$ cat config.mk
export PLATFORM = sky130hd
export DESIGN_NAME = plab4_net_router_input_ctrl_domain_arb
export DESIGN_NICKNAME = d
export VERILOG_FILES = /design/src/rtl/plab4_net_router_input_ctrl_domain_arb_pkg.sv /design/src/rtl/plab4_net_router_input_ctrl_domain_arb_notp.sv /design/src/rtl/plab4_net_router_input_ctrl_domain_arb.sv
export SDC_FILE = /design/constraint.sdc
export NUM_CORES = 1
export LEC_CHECK = 0
export CAP_MARGIN = 20
export CORE_AREA = 2 2 39 41
export DETAILED_ROUTE_END_ITERATION = 12
export DIE_AREA = 0 0 41 43
export PLACE_DENSITY_LB_ADDON = 0.25
export SLEW_MARGIN = 20
export SYNTH_ARGS = -nofsm -noshare
export SYNTH_HDL_FRONTEND = slang
export SYNTH_HIERARCHICAL = 1
export SYNTH_SLANG_ARGS = --single-unit
$ cat constraint.sdc
create_clock -name clk -period 2 [get_ports clk]
set_input_delay 0.3 -clock clk [delete_from_list [all_inputs] [get_ports clk]]
set_output_delay 0.3 -clock clk [all_outputs]
set_load 0.05 [all_outputs]
$ cat src/rtl/plab4_net_router_input_ctrl_domain_arb_pkg.sv
// Shared definitions for the multi-domain router input controller:
// arbitration modes, request encodings and width helpers.
package plab4_net_router_input_ctrl_domain_arb_pkg;

    localparam int MODE_FIXED = 0;
    localparam int MODE_RR    = 1;
    localparam int MODE_TDM   = 2;

    typedef logic [2:0] reqs_t;

    // Output-port requests: bit 2 heads toward increasing router ids, bit 1 toward decreasing.
    localparam reqs_t REQS_NONE = 3'b000;
    localparam reqs_t REQS_INC  = 3'b100;
    localparam reqs_t REQS_DEC  = 3'b010;

    function automatic int clog2_min1(input int n);
        return (n > 1) ? $clog2(n) : 1;
    endfunction

endpackage

$ cat src/rtl/plab4_net_router_input_ctrl_domain_arb_notp.sv
// Ring route compute for one domain's queue head: terminal pattern when the packet
// is addressed here, otherwise the shorter ring direction (ties go toward increasing ids).
module plab4_net_router_input_ctrl_domain_arb_notp
    import plab4_net_router_input_ctrl_domain_arb_pkg::*;
#(
    parameter int          p_router_id    = 0,
    parameter int          p_num_routers  = 8,
    parameter logic [2:0]  p_default_reqs = 3'b001,
    localparam int         c_dest_nbits   = clog2_min1(p_num_routers)
) (
    input  logic [c_dest_nbits-1:0] dest_i,
    input  logic                    val_i,
    output logic [2:0]              reqs_o
);

    localparam logic [31:0] c_id   = 32'(p_router_id);
    localparam logic [31:0] c_n    = 32'(p_num_routers);
    localparam logic [31:0] c_half = 32'(p_num_routers / 2);

    logic [31:0] dest_ext_s;
    logic [31:0] fwd_dist_s;
    reqs_t       route_s;

    // Forward ring distance, then direction choice gated by head valid.
    always_comb begin
        dest_ext_s = 32'(dest_i);
        if (dest_ext_s >= c_id) begin
            fwd_dist_s = dest_ext_s - c_id;
        end else begin
            fwd_dist_s = dest_ext_s + c_n - c_id;
        end

        if (fwd_dist_s == 32'd0) begin
            route_s = p_default_reqs;
        end else if (fwd_dist_s <= c_half) begin
            route_s = REQS_INC;
        end else begin
            route_s = REQS_DEC;
        end

        if (val_i) begin
            reqs_o = route_s;
        end else begin
            reqs_o = REQS_NONE;
        end
    end

endmodule

$ cat src/rtl/plab4_net_router_input_ctrl_domain_arb.sv
// Router input-port controller shared by several security domains: per-domain route
// compute plus a domain arbiter (fixed priority, round-robin with lock, or TDM slots).
module plab4_net_router_input_ctrl_domain_arb
    import plab4_net_router_input_ctrl_domain_arb_pkg::*;
#(
    parameter int          p_router_id    = 0,
    parameter int          p_num_routers  = 8,
    parameter int          p_num_domains  = 2,
    parameter logic [2:0]  p_default_reqs = 3'b001,
    parameter int          p_mode         = MODE_FIXED,
    parameter int          p_slot_cycles  = 4,
    localparam int         c_dest_nbits   = clog2_min1(p_num_routers),
    localparam int         c_dom_nbits    = clog2_min1(p_num_domains)
) (
    input  logic                                  clk,
    input  logic                                  reset,
    input  logic [p_num_domains*c_dest_nbits-1:0] dest_i,
    input  logic [p_num_domains-1:0]              in_val_i,
    output logic [p_num_domains-1:0]              in_rdy_o,
    output logic [2:0]                            reqs_o,
    input  logic [2:0]                            grants_i,
    output logic [c_dom_nbits-1:0]                cur_dom_o
);

    localparam int                     c_slot_nbits = clog2_min1(p_slot_cycles);
    localparam logic [c_dom_nbits-1:0] c_last_dom   = c_dom_nbits'(p_num_domains - 1);
    localparam logic [c_dom_nbits-1:0] c_dom_zero   = c_dom_nbits'(0);
    localparam logic [c_dom_nbits-1:0] c_dom_one    = c_dom_nbits'(1);
    localparam logic [c_slot_nbits-1:0] c_last_slot = c_slot_nbits'(p_slot_cycles - 1);
    localparam logic [c_slot_nbits-1:0] c_slot_zero = c_slot_nbits'(0);
    localparam logic [c_slot_nbits-1:0] c_slot_one  = c_slot_nbits'(1);

    reqs_t                    reqs_dom_s [p_num_domains];

    logic [c_dom_nbits-1:0]   ptr_q,      ptr_d;
    logic                     lock_vld_q, lock_vld_d;
    logic [c_dom_nbits-1:0]   lock_dom_q, lock_dom_d;
    logic [c_dom_nbits-1:0]   owner_q,    owner_d;
    logic [c_slot_nbits-1:0]  slot_cnt_q, slot_cnt_d;

    logic [c_dom_nbits-1:0]   fix_sel_s;
    logic                     fix_found_s;
    logic                     fix_hit_s;
    logic [c_dom_nbits-1:0]   rr_sel_s;
    logic [c_dom_nbits-1:0]   rr_idx_s;
    logic                     rr_found_s;
    logic                     rr_hit_s;

    logic                     lock_eff_s;
    logic [c_dom_nbits-1:0]   sel_s;
    reqs_t                    reqs_sel_s;
    logic                     xfer_s;
    logic [p_num_domains-1:0] in_rdy_s;

    for (genvar d = 0; d < p_num_domains; d++) begin : g_route
        plab4_net_router_input_ctrl_domain_arb_notp #(
            .p_router_id    (p_router_id),
            .p_num_routers  (p_num_routers),
            .p_default_reqs (p_default_reqs)
        ) u_route (
            .dest_i (dest_i[d*c_dest_nbits +: c_dest_nbits]),
            .val_i  (in_val_i[d]),
            .reqs_o (reqs_dom_s[d])
        );
    end

    // Fixed priority: lowest-numbered domain with a non-empty request wins; domain 0 if none.
    always_comb begin
        fix_sel_s   = c_dom_zero;
        fix_found_s = 1'b0;
        fix_hit_s   = 1'b0;
        for (int d = 0; d < p_num_domains; d++) begin
            fix_hit_s   = !fix_found_s && (reqs_dom_s[d] != REQS_NONE);
            fix_sel_s   = fix_hit_s ? c_dom_nbits'(d) : fix_sel_s;
            fix_found_s = fix_found_s | fix_hit_s;
        end
    end

    // Round-robin: walk domains starting just after the last winner, wrapping at N-1.
    always_comb begin
        rr_sel_s   = c_dom_zero;
        rr_found_s = 1'b0;
        rr_hit_s   = 1'b0;
        rr_idx_s   = (ptr_q == c_last_dom) ? c_dom_zero : ptr_q + c_dom_one;
        for (int i = 0; i < p_num_domains; i++) begin
            rr_hit_s   = !rr_found_s && (reqs_dom_s[rr_idx_s] != REQS_NONE);
            rr_sel_s   = rr_hit_s ? rr_idx_s : rr_sel_s;
            rr_found_s = rr_found_s | rr_hit_s;
            rr_idx_s   = (rr_idx_s == c_last_dom) ? c_dom_zero : rr_idx_s + c_dom_one;
        end
    end

    // Domain selection and grant steering; a lock whose holder went idle no longer pins sel.
    always_comb begin
        lock_eff_s = lock_vld_q & in_val_i[lock_dom_q];
        case (p_mode)
            MODE_TDM: sel_s = owner_q;
            MODE_RR:  sel_s = lock_eff_s ? lock_dom_q : rr_sel_s;
            default:  sel_s = lock_eff_s ? lock_dom_q : fix_sel_s;
        endcase
        reqs_sel_s      = reqs_dom_s[sel_s];
        xfer_s          = |(grants_i & reqs_sel_s);
        in_rdy_s        = '0;
        in_rdy_s[sel_s] = xfer_s;
    end

    assign reqs_o    = reqs_sel_s;
    assign in_rdy_o  = in_rdy_s;
    assign cur_dom_o = sel_s;

    // Next state for RR pointer, request lock and TDM slot counters.
    always_comb begin
        if ((p_mode == MODE_RR) && xfer_s) begin
            ptr_d = sel_s;
        end else begin
            ptr_d = ptr_q;
        end

        // A pending request that was not granted holds the port for its domain.
        if ((p_mode != MODE_TDM) && (reqs_sel_s != REQS_NONE) && !xfer_s) begin
            lock_vld_d = 1'b1;
            lock_dom_d = sel_s;
        end else begin
            lock_vld_d = 1'b0;
            lock_dom_d = lock_dom_q;
        end

        if (p_mode == MODE_TDM) begin
            if (slot_cnt_q == c_last_slot) begin
                slot_cnt_d = c_slot_zero;
                owner_d    = (owner_q == c_last_dom) ? c_dom_zero : owner_q + c_dom_one;
            end else begin
                slot_cnt_d = slot_cnt_q + c_slot_one;
                owner_d    = owner_q;
            end
        end else begin
            slot_cnt_d = slot_cnt_q;
            owner_d    = owner_q;
        end
    end

    // State registers with synchronous reset; domain 0 gets first RR turn after reset.
    always_ff @(posedge clk) begin
        if (reset) begin
            ptr_q      <= c_last_dom;
            lock_vld_q <= 1'b0;
            lock_dom_q <= c_dom_zero;
            owner_q    <= c_dom_zero;
            slot_cnt_q <= c_slot_zero;
        end else begin
            ptr_q      <= ptr_d;
            lock_vld_q <= lock_vld_d;
            lock_dom_q <= lock_dom_d;
            owner_q    <= owner_d;
            slot_cnt_q <= slot_cnt_d;
        end
    end

endmodule

==> flow_metrics.py, run 1 <==
metrics = {
    "cts": {
        "cts_max_level": 1,
        "cts_made_buffers": 3,
        "cts_tree": "yes",
        "worstSkewPairLatency_ns": 0.22,
        "cts_max_path_buffers": 2,
        "clkSinkCount": 2,
        "cts_root_buffer": "clkbuf_4",
        "cts.clk_slew.worst_paths_ns": 0.03,
    },
    "logic_synthesis": {
        "ys_seq_area_frac": 0.104,
        "avgSynthCellArea_um2": 8.00,
        "syn-num-nets": 65,
        "synthCells": 48,
        "yosysUniqueCellTypes": 28,
        "synth_warnings": 6,
        "synth_seq_cells": 2,
        "syn_area_um2": 384,
    },
    "power": {
        "p_int_uw": 292,
        "switchingPower_uw": 170,
        "power_frac_clock": 0.190,
        "swShare": 0.368,
        "total_leakage_power_nw": 0.427,
        "p_comb_frac": 0.698,
        "powerDensity_nw_per_um2": 478,
        "vdd_drop_max_uv": 266,
        "seq_power_share": 0.112,
    },
    "global_routing": {
        "grt_pass1_vias": 531,
        "grt_max_degree": 10,
        "grt_usage": 0.173,
        "antenna_found_initial": 0,
        "grt_pass1_wl_um": 2150,
        "grt_overflow": 0,
    },
    "sta": {
        "worst_pin_slew_ns": 0.324,
        "rsz0062_at_grt": "yes",
        "fin_crit_sh": 1.22,
        "max_freq_ghz": 0.411,
        "fin_setup_tns_ns": -2.76,
        "period_needed_ns": 2.43,
        "finalSetupViolations": 8,
        "report.final.hold_viol_count": 0,
        "slew-limit-headroom": 0.784,
        "hold_ws_ns": 0.651,
        "finalWorstSetupSlack_ns": -0.431,
        "final.setup_skew_ns": 0.000214,
        "drv_slew": 0,
    },
    "status": {
        "violations": "negative setup slack",
        "status": "finished, violations left",
    },
    "place": {
        "place_area_um2": 812,
        "place_ws_ns": -0.841,
        "place_hpwl_um": 988,
        "io_buffer_count": 18,
        "numPlacedInstances": 97,
        "globalplace.congestion": 0.793,
    },
    "floorplanning": {
        "fp.dieArea_um2": 1760,
        "fp-row-count": 14,
        "die_y_um": 43,
        "die_w_um": 41,
        "ios": 19,
        "coreArea_um2": 1380,
        "start_util": 0.278,
    },
    "setup_path": {
        "cp-end-kind": "primary output",
        "slowest_stage": "or3_4",
        "crit_chain": "buf_6 -> nor2_4 -> ha_4 -> and2_4 -> or3_4 -> a31o_4 -> o211a_1 -> and2_4 -> nor2_4 -> buf_12",
        "critPathRequiredTime_ns": 1.70,
        "crit_buf_inv": 2,
        "crit_fanout": 3,
        "arrival_ns": 2.13,
        "crit_type": "input pin to primary output",
        "reg2reg_depth": 9,
        "critPathTopFamily": "simple AND/OR/NAND/NOR gates",
        "crit_path_start_kind": "input pin",
        "slowest_delay_ns": 0.40,
        "cp_num_cells": 10,
    },
    "layout": {
        "area_growth_pct": 152,
        "antenna_cells": 0,
        "fin_area_um2": 967,
        "drive_above_1_share": 0.693,
        "stdcell_count": 104,
        "final_nets": 107,
    },
    "route": {
        "ant_nets": 0,
        "drtIter0Drc": 3,
        "vias": 521,
        "via_per_inst": 5.01,
        "wl_um": 1250,
        "wire_per_inst_um": 12.0,
        "drc_errors": 0,
        "dr.pass1.iters": 2,
    },
    "min_path": {
        "min_path_cells": 2,
        "hold_class": "flop to flop",
    },
    "job": {
        "cap_violations": 0,
    },
}
## final cells by class
cell class,count,area (um2)
Timing Repair Buffer,38,405
Tap cell,16,20.0
Inverter,4,15.0
Clock buffer,3,22.5
Sequential cell,2,40.0
Multi-Input combinational cell,41,464
Fill cell,114,417
## through the flow
stage                     utilization  power [mW]
after floorplan                     -       0.187
after global placement          0.587       0.316
after detailed placement        0.587       0.321
after CTS                       0.649       0.440
after global routing            0.699       0.492
final                           0.699       0.462
## path summary, 6_finish.rpt
| path | startpoint | to | slack, ns |
|---|---|---|---|
| max | dest_i[1] | in_rdy_o[1] | -0.43 |
| min | lock_dom_q | lock_dom_q | 0.65 |
| min reg2reg | lock_dom_q | lock_dom_q | 0.65 |
| max reg2reg | lock_vld_q | lock_dom_q | 0 |
## state kept, by name (all words and copies together), names as in the netlist
signal,count
lock_dom_q,1
lock_vld_q,1
## kinds of logic (layout without fill, tap and decap cells)
| logic type | after synthesis | count (layout) | synth area share |
|---|---|---|---|
| adders and majority gates | 4 | 4 | 0.130 |
| AOI/OAI and AO/OA | 13 | 13 | 0.300 |
| and+or+nand+nor | 22 | 22 | 0.345 |
| buffers and inverters | 5 | 45 | 0.0521 |
| muxes | 2 | 2 | 0.0684 |
| DFF | 2 | 2 | 0.104 |
## power groups by stage
stage                     registers, mW  clock network, mW  logic (mW)
final                            0.0516             0.0878       0.322
after global routing             0.0523             0.0979       0.342
after CTS                        0.0507             0.0919       0.297
after detailed placement         0.0508                  0       0.271
after global placement           0.0507                  0       0.265
after floorplan                  0.0497                  0       0.137
## cell usage after synthesis, drive strengths merged
cell type,number,share of area
a22o,3,0.072
a221oi,1,0.039
nor3b,1,0.033
buf,1,0.013
ha,4,0.13
nor2,4,0.039
o21ai,1,0.013
mux2,2,0.068
nor3,1,0.013
o211a,1,0.026
dfxtp,2,0.10
and2,7,0.12
a311oi,2,0.062
a21oi,1,0.013
or3,1,0.029
nand2,2,0.020
nand2b,1,0.016
inv,4,0.039
nand3,2,0.026
a31o,1,0.023
or2,3,0.049
a22oi,1,0.020
a31oi,2,0.033
## metal layers
| metal | part of all wire | track usage | vias up |
|---|---|---|---|
| li1 | - | - | 260 |
| met3 | 0.030 | 0.00524 | 2 |
| met1 | 0.40 | 0.220 | 245 |
| met4 | 0.014 | 0.0600 | 0 |
| met2 | 0.55 | 0.294 | 14 |
| met5 | 0 | 0 | - |
## worst min-delay path, stage by stage (launching register included)
cell and delay [ns]:
dfxtp_1 0.33, a31oi_1 0.19, a311oi_2 0.06
## placed cells by master, fill, tap and decap left out, types with 2 or more instances in the layout
| cell | n |
|---|---|
| and2_4 | 5 |
| nor2_4 | 3 |
| buf_6 | 7 |
| buf_12 | 6 |
| inv_2 | 2 |
| buf_4 | 15 |
| clkdlybuf4s50_1 | 5 |
| a31oi_1 | 2 |
| dfxtp_1 | 2 |
| a22o_4 | 3 |
| clkbuf_4 | 3 |
| ha_2 | 2 |
| or2_1 | 2 |
| dlygate4sd2_1 | 3 |
| and2_1 | 2 |
| inv_1 | 2 |
| mux2_4 | 2 |
| a311oi_2 | 2 |
## timing repair
item | 4_1_cts | 5_1_grt
endpoints found under the setup margin | 8 | 8
endpoints found under the hold margin | 0 | 0
pin swaps | 11 | 11
resized for setup | 23 | 14
setup buffers | 2 | 2
hold buffers | 0 | 0
(Power assumes the default switching activity.)
==> inputs of run 2 (changes only) <==
==> constraint.sdc (replaced) <==
create_clock -name clk -period 2.54 [get_ports clk]
set_input_delay 0.381 -clock clk [delete_from_list [all_inputs] [get_ports clk]]
set_output_delay 0.381 -clock clk [all_outputs]
set_load 0.05 [all_outputs]
==> flow_metrics.py, run 2 (synthesis gave the netlist of run 1 again) <==
metrics = {
    "cts": {
        "cts_root_buffer": "clkbuf_4",
        "clkSinkCount": 2,
        "cts_hold_buf": 0,
        "cts_max_path_buffers": 2,
        "worstSkewPairLatency_ns": 0.22,
        "cts_made_buffers": 3,
        "cts_tree": "yes",
        "cts.clk_slew.worst_paths_ns": 0.03,
        "cts_max_level": 1,
    },
    "route": {
        "met3WireLength_um": 19,
        "drtIter0Drc": 0,
        "m1WireLength_um": 456,
        "highest_layer": "met3",
        "dr.pass1.iters": 1,
        "wire_per_inst_um": 10.4,
        "drc_errors": 0,
        "vias": 496,
        "wl_met2_um": 640,
        "ant_nets": 0,
        "wl_um": 1120,
        "via_per_inst": 4.64,
    },
    "power": {
        "p_comb_frac": 0.684,
        "power_uw": 337,
        "swShare": 0.360,
        "switchingPower_uw": 121,
        "p_int_uw": 216,
        "vdd_drop_max_uv": 233,
        "powerDensity_nw_per_um2": 369,
        "seq_power_share": 0.118,
        "total_leakage_power_nw": 0.420,
        "power_frac_clock": 0.198,
    },
    "sta": {
        "slew-limit-headroom": 0.738,
        "fin_crit_sh": 1.02,
        "drv_slew": 0,
        "finalWorstSetupSlack_ns": -0.0615,
        "max_freq_ghz": 0.384,
        "finalSetupViolations": 2,
        "final.setup_skew_ns": 0.00181,
        "worst_pin_slew_ns": 0.390,
        "period_needed_ns": 2.60,
        "rsz0062_at_grt": "yes",
        "report.final.hold_viol_count": 0,
    },
    "floorplanning": {
        "start_util": 0.278,
        "fp-row-count": 14,
        "coreArea_um2": 1380,
        "die_y_um": 43,
        "die_w_um": 41,
        "fp.dieArea_um2": 1760,
        "ios": 19,
    },
    "place": {
        "place_ws_ns": -0.465,
        "place_hpwl_um": 844,
        "globalplace.congestion": 0.737,
        "place_area_um2": 817,
        "io_buffer_count": 18,
    },
    "job": {
        "cap_violations": 0,
    },
    "setup_path": {
        "crit_type": "input pin to primary output",
        "crit_chain": "buf_6 -> or2_1 -> ha_2 -> and2_4 -> or3_4 -> a31o_4 -> o211a_1 -> and2_4 -> nor2_4 -> buf_12",
        "worstReg2RegStart": "lock_vld_q",
        "worst_path_most_repeated_cell": "and2_4",
        "crit_fanout": 3,
        "critPathTopFamily": "simple AND/OR/NAND/NOR gates",
        "cp-end-kind": "primary output",
        "crit_buf_inv": 2,
        "r2r-end": "lock_dom_q",
        "arrival_ns": 2.22,
        "crit_path_start_kind": "input pin",
        "reg2reg_depth": 8,
        "slowest_delay_ns": 0.34,
        "slowest_stage": "or3_4",
        "critPathRequiredTime_ns": 2.16,
        "reg2reg_setup_slack_ns": 0.56,
    },
    "status": {
        "status": "finished, violations left",
        "violations": "negative setup slack",
    },
    "layout": {
        "area_growth_pct": 138,
        "top_regs": "lock_dom_q (1), lock_vld_q (1)",
        "fillerInstances": 111,
        "fin_area_um2": 913,
        "final_nets": 110,
        "drive_above_1_share": 0.637,
        "final_cell_mix": "buf_4 (23), and2_4 (6), buf_12 (6), clkdlybuf4s50_1 (5)",
        "antenna_cells": 0,
        "final_common_cell": "buf_4",
    },
    "global_routing": {
        "grt_pass1_vias": 456,
        "grt_usage": 0.137,
        "grt_pass1_wl_um": 1700,
        "grt_overflow": 0,
        "grt_max_degree": 7,
        "antenna_found_initial": 0,
    },
    "min_path": {
        "whs_endpoint": "lock_dom_q",
        "min_from": "lock_dom_q",
        "hold_class": "flop to flop",
        "min_path_cells": 2,
    },
}
-- run 2: changes by cell type in the layout (fill, tap and decap cells not counted), moves of 2 or more --
cell,change
a22o_4,-3
buf_6,-5
ha_1,+2
buf_4,+8
a22o_1,+2
-- run 2: layout make-up --
cell class                      instances  area (um2)  area share
Timing Repair Buffer                   41         409       0.448
Multi-Input combinational cell         41         407       0.445
Sequential cell                         2        40.0      0.0438
Clock buffer                            3        22.5      0.0247
Tap cell                               16        20.0      0.0219
Inverter                                4        15.0      0.0164
-- run 2: power by group through the flow --
stage	Combinational [mW]	Clock, mW	Sequential [mW]
3_5_place_dp	0.209	0	0.0399
2_1_floorplan	0.106	0	0.0391
3_3_place_gp	0.208	0	0.0400
4_1_cts	0.220	0.0705	0.0395
6_report	0.230	0.0669	0.0397
5_1_grt	0.245	0.0701	0.0403
-- run 2: worst max path at each step --
stage                   start           to  slack [ns]  cells past startpoint
floorplan           dest_i[0]  in_rdy_o[1]       -0.07                      8
finish              dest_i[0]  in_rdy_o[1]       -0.06                     10
global route        dest_i[0]  in_rdy_o[1]       -0.11                     10
CTS                 dest_i[1]  in_rdy_o[1]       -0.06                     10
detailed placement  dest_i[2]  in_rdy_o[1]       -0.47                     10
global placement    dest_i[2]  in_rdy_o[1]       -0.44                     10
-- run 2: per-stage QoR --
stage	utilization	hold slack, ns	instances	TNS (ns)
finish	0.660	0.615	107	-0.0970
global placement	0.590	0.616	99	-2.72
floorplan	-	0.449	48	-0.0657
CTS	0.630	0.616	106	-0.127
detailed placement	0.590	0.612	99	-2.88
global route	0.660	0.680	107	-0.180
-- run 2: tightest hold or removal path, cell delays in order, from the launching register on --
cell and delay, ns:
dfxtp_1 0.32, a31oi_1 0.17, a311oi_2 0.06
-- run 2: timing repair --
action / 4_1_cts / 5_1_grt
buffers inserted: 4 / 1
resized for setup: 16 / 10
setup endpoints to repair: 7 / 6
pin swaps: 10 / 9
-- run 2: per-layer routing --
| layer | track usage | vias up |
|---|---|---|
| met4 | 0.0600 | 0 |
| li1 | - | 265 |
| met5 | 0 | - |
| met1 | 0.166 | 223 |
| met2 | 0.238 | 8 |
| met3 | 0 | 0 |
